===== src/rtl/uart_tx_8n1.sv =====
// UART transmitter, 8 data bits, no parity, one stop bit, LSB first.
// One byte is accepted per tx_enable request while idle. The byte is
// serialised on a registered, glitch-free line. tx_ready reports when the
// transmitter is idle and can take a byte.
//
// Handshake: a byte is accepted on the rising edge where the FSM is IDLE and
// tx_enable=1. tx_ready = IDLE & ~tx_enable. It drops in the same cycle that
// a request is raised. A request made outside IDLE is dropped silently.
// Clients must not derive tx_enable combinationally from tx_ready.
module uart_tx_8n1 #(
  parameter int CLK_FREQ     = 12000000,
  parameter int BAUD         = 115200,
  parameter int CLKS_PER_BIT = CLK_FREQ / BAUD
) (
  input  logic       clk,
  input  logic       rst_n,
  input  logic       tx_enable,
  input  logic [7:0] tx_data,
  output logic       tx_ready,
  output logic       tx,
  output logic [1:0] o_dbg_state
);

  // With fewer than two clocks per bit, the bit timing cannot be built.
  if (CLKS_PER_BIT < 2) begin : g_cpb_check
    $error("uart_tx_8n1: CLKS_PER_BIT must be >= 2");
  end

  localparam int CW = (CLKS_PER_BIT > 2) ? $clog2(CLKS_PER_BIT) : 1;
  localparam logic [CW-1:0] LAST_CNT = CW'(CLKS_PER_BIT - 1);

  typedef enum logic [1:0] {
    S_IDLE  = 2'd0,
    S_START = 2'd1,
    S_DATA  = 2'd2,
    S_STOP  = 2'd3
  } state_t;

  state_t        r_state;
  logic [CW-1:0] r_cnt;
  logic [2:0]    r_idx;
  logic [7:0]    r_shift;
  logic          r_tx;
  logic          w_bit_end;

  // A bit period ends when the baud counter reaches its last count.
  assign w_bit_end = (r_cnt == LAST_CNT);

  // The only combinational output. It drops as soon as a request is raised.
  assign tx_ready    = (r_state == S_IDLE) & ~tx_enable;
  assign tx          = r_tx;
  assign o_dbg_state = r_state;

  // Frame sequencer: the baud counter, the bit index, the shift register and the registered line.
  always_ff @(posedge clk or negedge rst_n) begin
    if (!rst_n) begin
      r_state <= S_IDLE;
      r_cnt   <= '0;
      r_idx   <= '0;
      r_shift <= '0;
      r_tx    <= 1'b1;
    end else begin
      case (r_state)
        S_IDLE: begin
          r_tx  <= 1'b1;
          r_cnt <= '0;
          if (tx_enable) begin
            r_shift <= tx_data;
            r_state <= S_START;
            r_tx    <= 1'b0;
          end
        end
        S_START: begin
          if (w_bit_end) begin
            r_cnt   <= '0;
            r_idx   <= '0;
            r_state <= S_DATA;
            r_tx    <= r_shift[0];
          end else begin
            r_cnt <= r_cnt + CW'(1);
          end
        end
        S_DATA: begin
          if (w_bit_end) begin
            r_cnt   <= '0;
            r_shift <= {1'b0, r_shift[7:1]};
            if (r_idx == 3'd7) begin
              r_state <= S_STOP;
              r_tx    <= 1'b1;
            end else begin
              r_idx <= r_idx + 3'd1;
              r_tx  <= r_shift[1];
            end
          end else begin
            r_cnt <= r_cnt + CW'(1);
          end
        end
        S_STOP: begin
          if (w_bit_end) begin
            r_cnt   <= '0;
            r_state <= S_IDLE;
            r_tx    <= 1'b1;
          end else begin
            r_cnt <= r_cnt + CW'(1);
          end
        end
        default: begin
          r_state <= S_IDLE;
          r_cnt   <= '0;
          r_tx    <= 1'b1;
        end
      endcase
    end
  end

endmodule

===== config.mk =====
export PLATFORM = sky130hd
export DESIGN_NAME = uart_tx_8n1
export DESIGN_NICKNAME = d
export VERILOG_FILES = /design/src/rtl/uart_tx_8n1.sv
export SDC_FILE = /design/constraint.sdc
export NUM_CORES = 1
export LEC_CHECK = 0
export CAP_MARGIN = 15
export CORE_MARGIN = 3
export CORE_UTILIZATION = 30
export CTS_CLUSTER_DIAMETER = 80
export CTS_CLUSTER_SIZE = 12
export DETAILED_ROUTE_END_ITERATION = 8
export PLACE_DENSITY = 0.61
export SLEW_MARGIN = 40
export SYNTH_ARGS = -nofsm -noshare
export SYNTH_HDL_FRONTEND = slang
export SYNTH_SLANG_ARGS = --single-unit

===== constraint.sdc =====
create_clock -name clk -period 2.21 [get_ports clk]
set_input_delay 0.221 -clock clk [delete_from_list [all_inputs] [get_ports clk]]
set_output_delay 0.221 -clock clk [all_outputs]
set_load 0.005 [all_outputs]

* Word-level counts from Yosys, hierarchy flattened
Index checks and enable logic that the tools add are counted.
** Word-level totals
- Input bits :: 11
- Output and inout bits :: 4
- Flip-flop bits (word level) :: 21
** Operators by class
- Bitwise operators :: 2
- Reductions and logical operators :: 8
- Add/sub/neg operators :: 2
- Eq/ne operators :: 11
- Multiplexer cells :: 21
** Operators with widths (count)
- two-way mux 8 bit :: 2
- one-hot mux 8 bit (2 select lines) :: 1
- one-hot mux 7 bit (2 select lines) :: 1
- != test 2 bit, second input constant :: 6
- two-way mux 2 bit :: 5
- two-way mux 3 bit :: 3
- one-hot mux 2 bit (4 select lines) :: 1
- adder 7 x 1 -> 7 bit, second input constant :: 1
- equality test 7 bit, second input constant :: 1
- two-way mux 7 bit :: 1
- one-hot mux 3 bit (2 select lines) :: 1
- AND reduction 3 bit :: 2
- two-way mux 1 bit :: 5
- AND reduction 5 bit :: 1
- equality test 2 bit, second input constant :: 2
- one-hot mux 1 bit (4 select lines) :: 1
- AND reduction 4 bit :: 1
- nonzero test 2 bit :: 2
- adder 3 x 1 -> 3 bit, second input constant :: 1
- equality test 3 bit, second input constant :: 1
- OR reduction 3 bit :: 1
- equality test 2 x 1 -> 1 bit, second input constant :: 1
- zero test 2 bit :: 1
- bitwise AND 1 bit :: 1
- inverter 1 bit :: 1

* Depth between registers and ports, before layout
- Depth in word-level cells :: 4
- Depth in mapped cells :: 8
- Mapped depth without buffers :: 6

* Worst setup path after synthesis
No wires, ideal clock.
- Path kind :: register to register
- Start point :: reg r_state[0], in the netlist o_dbg_state[0]
- End point :: reg r_state[1], in the netlist o_dbg_state[1]
- Clock period less this slack :: 1.702 ns
- Stages on the path, launching flop included :: 8
- Path buffers :: 1
- Required time :: 2.085 ns
- Setup slack :: 0.508 ns
- Data arrival time :: 1.577 ns
- Path through :: dfrtp_1 -> inv_1 -> ha_1 -> buf_6 -> nor3_1 -> a21oi_1 -> nor2_2 -> mux2_4
** On the way
- Word-level cells in the longest chain between the ends :: 3
- Elaborated cells between the ends (all ways) :: 11
** Ends and longest elaborated chain
- from (decl) :: line 39 : state_t r_state;
- from (signal assigned) :: line 57 : r_state <= S_IDLE;
- from (signal assigned) :: line 69 : r_state <= S_START;
- from (signal assigned) :: line 77 : r_state <= S_DATA;
- equality test 2 bit (tied with other cells) :: line 63 : case (r_state)
- != test 2 bit (no line)
- AND reduction 5 bit (no line)
Parallel ways exist; a longest one is shown, timed or not.
A chain may end at the register's enable or synchronous reset.

* Final worst setup path
- Start point :: reg r_state[0], in the netlist o_dbg_state[0]
- End point :: out tx_ready
** On the way
- Word-level cells in the longest chain between the ends :: 2
** Ends and longest elaborated chain
- zero test 2 bit :: line 50 : assign tx_ready = (r_state == S_IDLE) & ~tx_enable;
- bitwise AND 1 bit :: line 50
- to (decl) :: line 19 : output logic tx_ready,
Every way passes these cells.

==> flow_summary.json <==
{
  "final-setup-viol-count": 0,
  "crit_fanout": 5,
  "period_needed_ps": 1915,
  "drt_first_pass_iters": 4,
  "criticalPathCategory": "reg -> out",
  "postRouteAntennaNets": 0,
  "worstHoldPathType": "in -> async",
  "start_util": 0.3298,
  "cts_max_level": 1,
  "cts_buffers": 3,
  "vias": 919,
  "cts-resized-gates": 0,
  "synthCells": 113,
  "nets": 149,
  "synth_seq_cells": 21,
  "crit_path_end_kind": "output pin",
  "worstMarginPinSlew_ps": 620.7,
  "syn2layout_area_growth_pct": 19.07,
  "cts_hold_buf": 0,
  "yosys.area.top_type": "dfrtp_1",
  "ys_warn_count": 0,
  "fin_tns_setup_ps": 0,
  "crit_required_ps": 1990,
  "outcome": "finished clean",
  "cts-root-buf": "clkbuf_8",
  "grt_start_max_net_pins": 14,
  "route.detailed.drc": 0,
  "post_cts_buffers": 0,
  "hold_slack_ps": 337.5,
  "clockBufferDepth": 2,
  "die_w_um": 68.21,
  "worst_ir_drop_vdd_mv": 0.4789,
  "cts_tree": "done",
  "io_pins": 15,
  "rsz0062_at_grt": "false",
  "drv_slew": 0,
  "critPathLaunch": "o_dbg_state[0]",
  "clkSinkCount": 21,
  "wl_per_cell_um": 14.71,
  "syn_area_per_cell_um2": 10.28,
  "hpwl_mm": 1.848,
  "die_height_um": 68.21,
  "max_freq_mhz": 522.2,
  "skew_ps": 4.404,
  "syn_area_mm2": 0.001161,
  "ys_types": 33,
  "overflow": 0,
  "clk_pin_slew_ps": 80,
  "synth_top_area_share": 0.4310,
  "max-slew-margin-rel": 0.5849,
  "critPathArrivalTime_ps": 1690,
  "numPortBuffers": 14,
  "drt-initial-drc-count": 63,
  "rows": 21,
  "p_leak_nw": 0.5840,
  "placed_cells": 171,
  "core_mm2": 0.003521,
  "drt-total-wl_mm": 2.575,
  "antenna_found_initial": 0,
  "post_drt_via_cell_ratio": 5.251,
  "grt_pass1_wl_mm": 4.464,
  "synth_seq_area_share": 0.4537,
  "place_congestion": 0.8248,
  "drive_above_1_share": 0.1085,
  "startpoint_type": "register",
  "worstReg2RegStart": "o_dbg_state[0]",
  "power.density_mw_per_mm2": 1284,
  "clkLatencyLatePin_ps": 260,
  "finalHoldViolations": 0,
  "synthTopCellsByArea": "dfrtp_1 43%, ha_1 8.6%, o22ai_1 7.5%, a21oi_1 3.9%, o21ai_0 3.0%",
  "dieArea_mm2": 0.004653,
  "stdcell_count": 175,
  "num_antenna_cells": 0,
  "synth_nets": 132,
  "track_usage": 0.1284,
  "grt_pass1_vias": 945,
  "min_period_over_period": 0.8664,
  "maxCapViolations": 0
}
-- logic make-up (layout without fill, tap and decap cells) --
logic type / count (synthesis) / after routing / synth area share
compound gates: 39 / 39 / 0.2090
xor+xnor: 4 / 4 / 0.03018
fa+ha+maj: 8 / 8 / 0.08621
buf+inv: 10 / 26 / 0.05496
flops: 21 / 21 / 0.4537
mux: 2 / 2 / 0.02262
simple gates: 29 / 29 / 0.1433
-- synthesized netlist by cell type, drive strengths merged --
| cell type | n |
|---|---|
| xor2 | 1 |
| and3 | 2 |
| nand3 | 6 |
| inv | 5 |
| nand2 | 6 |
| and2 | 1 |
| a32o | 1 |
| a21oi | 9 |
| o311ai | 3 |
| nor2 | 4 |
| mux2 | 2 |
| clkbuf | 2 |
| nor2b | 1 |
| o21ai | 8 |
| dfrtp | 20 |
| nor3 | 4 |
| ha | 8 |
| xnor2 | 3 |
| o22ai | 14 |
| a21o | 1 |
| a221oi | 1 |
| nor3b | 3 |
| buf | 3 |
| a211oi | 1 |
| dfstp | 1 |
| nand2b | 2 |
| o32a | 1 |
-- cell type report --
class,instances,area [um^2]
timing repair buffer,17,162.7
fill,368,2138
sequential,21,526.8
clock buffer,3,41.29
inverter,5,18.77
multi-input combinational,82,570.5
tap,46,57.56
clock inverter,1,5.005
-- critical path, stage by stage (launching register included) --
cell	delay, ps
dfrtp_1	440
inv_1	140
ha_1	190
nand2b_1	100
inv_1	70
clkdlybuf4s50_1	490
-- layer usage --
metal | part of all wire | GRT usage | vias to the layer above | wire (um)
met2 | 0.44 | 0.1998 | 15 | 1129
met3 | 0.042 | 0.02956 | 5 | 108
met5 | 0 | 0 | - | 0
met1 | 0.50 | 0.1709 | 448 | 1290
li1 | - | - | 451 | -
met4 | 0.018 | 0.05211 | 0 | 47
-- stage by stage --
| step | power, mW | setup slack (ps) | util | instance area, um^2 |
|---|---|---|---|---|
| after floorplan | 1.287 | 508.2 | - | 1161 |
| after global placement | 1.480 | 472.6 | 0.3795 | 1336 |
| after detailed placement | 1.521 | 413.2 | 0.3795 | 1336 |
| after CTS | 1.785 | 301.8 | 0.3927 | 1383 |
| after global routing | 1.931 | 219.9 | 0.3927 | 1383 |
| final | 1.776 | 295.2 | 0.3927 | 1383 |
-- power breakdown --
| part | total (mW) | leakage, nW | switching [mW] | internal [mW] |
|---|---|---|---|---|
| logic | 0.846 | 0.297 | 0.425 | 0.422 |
| registers | 0.668 | 0.261 | 0.130 | 0.538 |
| clock network | 0.262 | 0.0255 | 0.136 | 0.126 |
| total | 1.78 | 0.584 | 0.691 | 1.09 |
-- final timing paths --
path,depth (start not counted),slack [ps],endpoint
setup / recovery,5,300,tx_ready
hold / removal,1,340,o_dbg_state[0]
setup reg to reg,6,370,r_shift[6]
hold reg to reg,1,470,r_cnt[0]
max in group asynchronous,2,1210,tx
min in group clk,1,470,r_cnt[0]
-- registers in the layout (all words and copies together), names as in the netlist --
register and cells:
tx 1, r_idx 3, r_cnt 7, r_shift 8, o_dbg_state 2
-- placed cells by master, fill, tap and decap left out, drive strengths merged, types with 2 or more instances in the layout --
master	count
dfrtp	20
clkdlybuf4s50	14
ha	8
xnor2	3
nand2b	2
buf	3
o311ai	3
nor2	4
o21ai	8
a21oi	9
and3	2
mux2	2
clkbuf	3
nor3b	3
nor3	4
nand2	6
o22ai	14
inv	5
nand3	6
(Power assumes the default switching activity.)
